===== src/rtl/sp_ram_arb2.sv =====
// Two-port valid/ready arbiter in front of one single-port synchronous RAM, with a zero-fill engine.
// Define ARB_FIXED_PRIO_EN for fixed priority (A wins); the default is round-robin.
module sp_ram_arb2 #(
    parameter int DATA_WIDTH = 16,
    parameter int ADDR_WIDTH = 3,
    parameter int RAM_DEPTH  = 1 << ADDR_WIDTH
) (
    input  logic                  wclk,
    input  logic                  rst,
    input  logic                  a_valid,
    output logic                  a_ready,
    input  logic                  a_we,
    input  logic [ADDR_WIDTH-1:0] a_addr,
    input  logic [DATA_WIDTH-1:0] a_wdata,
    output logic                  a_rvalid,
    output logic [DATA_WIDTH-1:0] a_rdata,
    input  logic                  b_valid,
    output logic                  b_ready,
    input  logic                  b_we,
    input  logic [ADDR_WIDTH-1:0] b_addr,
    input  logic [DATA_WIDTH-1:0] b_wdata,
    output logic                  b_rvalid,
    output logic [DATA_WIDTH-1:0] b_rdata,
    input  logic                  clr_start,
    output logic                  clr_busy,
    output logic [ADDR_WIDTH-1:0] ram_addr,
    output logic [DATA_WIDTH-1:0] ram_din,
    output logic                  ram_we,
    input  logic [DATA_WIDTH-1:0] ram_dout
);

    typedef enum logic {ARB, CLEAR} state_t;

    localparam logic [ADDR_WIDTH-1:0] LAST_ADDR = ADDR_WIDTH'(RAM_DEPTH - 1);

    state_t                  state_reg, state_next;
    logic [ADDR_WIDTH-1:0]   clr_cnt_reg, clr_cnt_next;
    logic                    grant_a, grant_b;
    logic                    arb_open, accept_a, accept_b;
    logic [ADDR_WIDTH-1:0]   ram_addr_reg;
    logic [DATA_WIDTH-1:0]   ram_din_reg;
    logic                    ram_we_reg;
    logic                    tag1_vld_reg, tag1_port_reg;
    logic                    tag2_vld_reg, tag2_port_reg;

    // A clear request in the same cycle as a client request takes precedence.
    assign arb_open = (state_reg == ARB) && !clr_start;
    assign accept_a = arb_open && grant_a;
    assign accept_b = arb_open && grant_b;
    assign a_ready  = accept_a;
    assign b_ready  = accept_b;
    assign clr_busy = (state_reg == CLEAR);

`ifdef ARB_FIXED_PRIO_EN
    assign grant_a = a_valid;
    assign grant_b = b_valid && !a_valid;
`else
    logic rr_reg;  // 1: B wins the next contention

    assign grant_a = a_valid && !(b_valid && rr_reg);
    assign grant_b = b_valid && !(a_valid && !rr_reg);

    always_ff @(posedge wclk or posedge rst) begin
        if (rst) begin
            rr_reg <= 1'b0;
        end else if (accept_a) begin
            rr_reg <= 1'b1;
        end else if (accept_b) begin
            rr_reg <= 1'b0;
        end
    end
`endif

    always_comb begin
        state_next   = state_reg;
        clr_cnt_next = clr_cnt_reg;
        case (state_reg)
            ARB: begin
                if (clr_start) begin
                    state_next   = CLEAR;
                    clr_cnt_next = '0;
                end
            end
            CLEAR: begin
                if (clr_cnt_reg == LAST_ADDR) begin
                    state_next   = ARB;
                    clr_cnt_next = '0;
                end else begin
                    clr_cnt_next = clr_cnt_reg + ADDR_WIDTH'(1);
                end
            end
            default: begin
                state_next   = ARB;
                clr_cnt_next = '0;
            end
        endcase
    end

    always_ff @(posedge wclk or posedge rst) begin
        if (rst) begin
            state_reg   <= ARB;
            clr_cnt_reg <= '0;
        end else begin
            state_reg   <= state_next;
            clr_cnt_reg <= clr_cnt_next;
        end
    end

    // RAM pins: address and data hold across idle cycles, only the enable drops.
    always_ff @(posedge wclk or posedge rst) begin
        if (rst) begin
            ram_addr_reg <= '0;
            ram_din_reg  <= '0;
            ram_we_reg   <= 1'b0;
        end else if (accept_a) begin
            ram_addr_reg <= a_addr;
            ram_din_reg  <= a_wdata;
            ram_we_reg   <= a_we;
        end else if (accept_b) begin
            ram_addr_reg <= b_addr;
            ram_din_reg  <= b_wdata;
            ram_we_reg   <= b_we;
        end else if (state_reg == CLEAR) begin
            ram_addr_reg <= clr_cnt_reg;
            ram_din_reg  <= '0;
            ram_we_reg   <= 1'b1;
        end else begin
            ram_we_reg   <= 1'b0;
        end
    end

    assign ram_addr = ram_addr_reg;
    assign ram_din  = ram_din_reg;
    assign ram_we   = ram_we_reg;

    // Tag stage 1 tracks the pin cycle, stage 2 the RAM output cycle.
    always_ff @(posedge wclk or posedge rst) begin
        if (rst) begin
            tag1_vld_reg  <= 1'b0;
            tag1_port_reg <= 1'b0;
            tag2_vld_reg  <= 1'b0;
            tag2_port_reg <= 1'b0;
        end else begin
            tag1_vld_reg  <= (accept_a && !a_we) || (accept_b && !b_we);
            tag1_port_reg <= accept_b;
            tag2_vld_reg  <= tag1_vld_reg;
            tag2_port_reg <= tag1_port_reg;
        end
    end

    genvar gi;
    generate
        for (gi = 0; gi < 2; gi++) begin : g_resp
            logic                  rvalid_reg;
            logic [DATA_WIDTH-1:0] rdata_reg;
            logic                  hit;

            assign hit = tag2_vld_reg && (tag2_port_reg == 1'(gi));

            always_ff @(posedge wclk or posedge rst) begin
                if (rst) begin
                    rvalid_reg <= 1'b0;
                    rdata_reg  <= '0;
                end else begin
                    rvalid_reg <= hit;
                    if (hit) begin
                        rdata_reg <= ram_dout;
                    end
                end
            end
        end
    endgenerate

    assign a_rvalid = g_resp[0].rvalid_reg;
    assign a_rdata  = g_resp[0].rdata_reg;
    assign b_rvalid = g_resp[1].rvalid_reg;
    assign b_rdata  = g_resp[1].rdata_reg;

endmodule


===== config.mk =====
export PLATFORM = sky130hd
export DESIGN_NAME = sp_ram_arb2
export DESIGN_NICKNAME = d
export VERILOG_FILES = /design/src/rtl/sp_ram_arb2.sv
export SDC_FILE = /design/constraint.sdc
export NUM_CORES = 1
export LEC_CHECK = 0
export CORE_MARGIN = 5
export CORE_UTILIZATION = 40
export CTS_CLUSTER_DIAMETER = 150
export CTS_CLUSTER_SIZE = 25
export DETAILED_ROUTE_END_ITERATION = 8
export GPL_TIMING_DRIVEN = 1
export PLACE_DENSITY = 0.75
export SLEW_MARGIN = 10
export SYNTH_ARGS = -nofsm -noshare
export SYNTH_HDL_FRONTEND = slang
export SYNTH_SLANG_ARGS = --single-unit

===== constraint.sdc =====
create_clock -name wclk -period 5.2 [get_ports wclk]
set_input_delay 1.04 -clock wclk [delete_from_list [all_inputs] [get_ports wclk]]
set_output_delay 1.04 -clock wclk [all_outputs]
set_load 0.02 [all_outputs]

# == Word-level counts from Yosys, hierarchy flattened ==
# Cells that the tools add are included.
# word_totals
elab_cells,56
in_bits,61
output_inout_bits,57
register_bits,63
# op_classes
n_reduce_logical,20
eq_ne,2
bitwise,2
n_mux,17
addsub,1
# op_table
op,count
$mux W16,3
$mux W3,5
$logic_and A1 B1 Y1,11
$mux W1,7
$logic_not A1 Y1,6
$pmux W3 S2,1
$add A3 B1 Y3 const B,1
$eq A3 B3 Y1 const B,1
$reduce_bool A3 Y1,1
$ne A2 B2 Y1 const B,1
$not A1 Y1,2
$pmux W1 S2,1
$reduce_bool A2 Y1,1
$logic_or A1 B1 Y1,1

# == Depth between registers and ports, before layout ==
# depth
word_depth,7
depth_mapped,6

# == Worst setup path before layout ==
# No wires, ideal clock.
# synth_path
path_kind,input to output
startpoint,in b_valid
endpoint,out a_ready
path_stages,4
required_time_ps,4160
arrival_ps,1782
path_slack_ps,2378
cell_sequence,buf_4 -> a21bo_2 -> nor3_2 -> buf_2
# synth_between
elab_chain_cells,4
# synth_lines
element,line,source
from (decl),17,"input logic b_valid,"
$logic_and A1 B1 Y1,60,assign grant_a = a_valid && !(b_valid && rr_reg);
$logic_not A1 Y1,60,
$logic_and A1 B1 Y1,60,
$logic_and A1 B1 Y1,48,assign accept_a = arb_open && grant_a;
to (decl),11,"output logic a_ready,"
# No other way between the ends.

# == Worst setup path after layout ==
# layout_path
startpoint,in clr_start
endpoint,out b_ready
# layout_between
elab_chain_cells,3
# layout_lines
element,line,source
from (decl),24,"input logic clr_start,"
$logic_not A1 Y1,47,assign arb_open = (state_reg == ARB) && !clr_start;
$logic_and A1 B1 Y1,47,
$logic_and A1 B1 Y1,49,assign accept_b = arb_open && grant_b;
to (decl),18,"output logic b_ready,"
# No other way between the ends.

==> key figures <==
Global routing
  • Number of global-route vias before repair: 1,994
  • Initial antenna violation count: 0
  • Largest net degree at the start of global routing: 64
  • First-pass GRT wire length: 9740 um
  • Gr usage total: 0.162
  • Grt ovf: 0

Synth
  • Post-synthesis register bit count: 63
  • FFs w/ async S/R, synth: 1.00
  • Mapped Cells: 184
  • Total number of yosys warnings: 0
  • Post-synthesis instance area: 0.00254 mm^2
  • Post-synthesis cell type count: 26
  • Yosys top cell area share: 0.621
  • Mapped Nets: 247
  • Synth area leaders: dfrtp_1, mux2_2, mux2_1, a222oi_1, inv_1
  • Post-synth top cells: dfrtp_1, inv_1, mux2_2
  • Syn Area/Cell: 13.8 um^2
  • Area leader, netlist: dfrtp_1
  • Synth Flop Type: dfrtp_1
  • Register area share after synthesis: 0.621
  • Post-synth EDFFs: 0
  • Dominant cell by count in the synthesized netlist: dfrtp_1

Route
  • WL per Instance: 16.0 um
  • Iter 0 DRT Violations: 91
  • DR vias: 1,946
  • Vias per std cell: 5.03
  • Antenna viol nets, final: 0
  • Final wirelength: 6190 um
  • Post-route DRC violation count: 0
  • Initial DRT Pass Iterations: 5

CTS
  • TritonCTS clock tree: done
  • Max Root-Sink Buffers: 2
  • Clock buffer count from CTS: 9
  • Worst-path clk slew: 0.06 ns
  • TritonCTS Sinks: 63
  • CTS resizes: 0
  • Clock Tree Root: clkbuf_8
  • Setup bufs post-CTS: 0
  • Post-cts hold buffer count: 0
  • CTS H-tree lvls: 3
  • Clock Latency Late Sink: 0.32 ns

Worst setup path
  • Crit-path cells: clkdlybuf4s50_1, nor2_4, nand3_2, inv_4, clkdlybuf4s50_1
  • Crit Path Category: input pin to output pin
  • Worst setup path start: clr_start
  • Worst reg2reg path startpoint: clr_busy$_DFF_PP0_
  • Crit-path slowest cell: clkdlybuf4s50_1
  • Startpoint type of the worst setup path: input pin
  • Worst path arrival time: 2.96 ns
  • Worst-path fanout max: 19
  • Most used cell along the critical path: clkdlybuf4s50_1
  • Crit path to: b_ready
  • R2R cell count: 5
  • Top delay family on crit path: buffers and inverters
  • Crit path buf inv count: 3
  • R2R Setup Slk: 3.47 ns
  • Max incr delay on CP: 0.64 ns
  • CP required: 4.16 ns
  • Crit. path cell count: 5
  • RR Endpoint: ram_din[15]$_DFFE_PP0P_
  • Critical path endpoint category: output pin

Timing
  • Final Max Slew Viols: 0
  • Min Tclk post-route: 4.00 ns
  • RSZ-0062 raised after global routing: no
  • Pin slew with the least headroom to its limit: 0.856 ns
  • TNS Setup: 0 ns
  • Fmax: 250 MHz
  • Final Hold Fails: 0
  • Period utilization: 0.770
  • Final WS setup: 1.20 ns
  • Slew margin rel.: 0.429
  • Worst clock skew: 0.00558 ns
  • Final Setup Violations: 0

Run
  • # Max-Cap Violations: 0

Floorplanning
  • Die area: 0.00804 mm^2
  • DIE HEIGHT: 89.7 um
  • Num ports: 118
  • Row cnt: 29
  • Die Width: 89.7 um
  • Initial Utilization: 0.405
  • Core area: 0.00628 mm^2

Place
  • DP Cell Count: 371
  • HPWL after DPL: 4460 um
  • Post-Place Setup Slack: 1.20 ns
  • IO buf count: 117
  • Placer's final routability congestion estimate: 0.765

Hold path
  • Min-delay worst type: flop to flop
  • Beginning of the worst hold path: tag1_port_reg$_DFF_PP0_

Layout
  • Layout cell share with drive strength beyond 1: 0.135
  • Final Non-Filler Cells: 387
  • Synth-to-layout area growth: 55.9%
  • Antenna diodes: 0
  • Final net count: 368
  • Final Core Density: 0.631

Power and ir drop
  • Leakage power: 0.00181 uW
  • Peak supply drop: 0.000248 V
  • P per Cell Area: 444 mW/mm^2

Status
  • Status: finished clean
placed cells by master, fill, tap and decap left out, drive strengths merged, types with 2 or more instances in the layout:
cell,instances
a21oi,3
dfrtp,63
o21ai,3
o21bai,3
mux2,33
clkinv,3
a22oi,3
buf,2
inv,20
clkbuf,12
a222oi,15
nor2,2
nand2,10
nand2b,4
a22o,7
ha,2
clkdlybuf4s50,117
logic make-up (layout without fill, tap and decap cells):
| logic type | count (synthesis) | count (layout) | share of synthesized area |
|---|---|---|---|
| compound gates | 39 | 39 | 0.130 |
| fa+ha+maj | 2 | 2 | 0.00985 |
| buf+inv | 29 | 155 | 0.0517 |
| flops | 63 | 63 | 0.621 |
| mux | 33 | 33 | 0.146 |
| simple gates | 18 | 18 | 0.0414 |
power breakdown:
group,switching (uW),internal (uW)
combinational,304,347
clock,173,232
sequential,86.0,617
routing by layer:
layer,GRT usage,vias to the layer above,share of wire
li1,-,911,-
met1,0.206,936,0.42
met2,0.243,92,0.46
met3,0.0675,7,0.10
met4,0.0731,0,0.014
met5,0,-,0
through the flow:
stage                     area [um^2]  power, uW  hold WS (ns)
after floorplan                  2540       1050         0.331
after CTS                        3960       1790         0.351
after global placement           3770       1360         0.332
after detailed placement         3770       1370         0.337
after global routing             3960       1870         0.361
final                            3960       1760         0.349
final cells by class:
cell class | count | area [um^2]
clock buffers | 12 | 145
multi-input cells | 92 | 832
fillers | 501 | 2320
well taps | 77 | 96.3
flip-flops and latches | 63 | 1580
clock inverters | 4 | 45.0
repair buffers | 119 | 1190
inverters | 20 | 77.6
worst min path at each step:
stage | depth (start not counted) | end
final | 0 | tag2_port_reg$_DFF_PP0_
after global routing | 0 | tag2_port_reg$_DFF_PP0_
after CTS | 0 | tag2_port_reg$_DFF_PP0_
after detailed placement | 0 | tag2_port_reg$_DFF_PP0_
after global placement | 0 | tag2_vld_reg$_DFF_PP0_
after floorplan | 0 | tag2_port_reg$_DFF_PP0_
No activity file was read; power rests on OpenSTA's default activity.
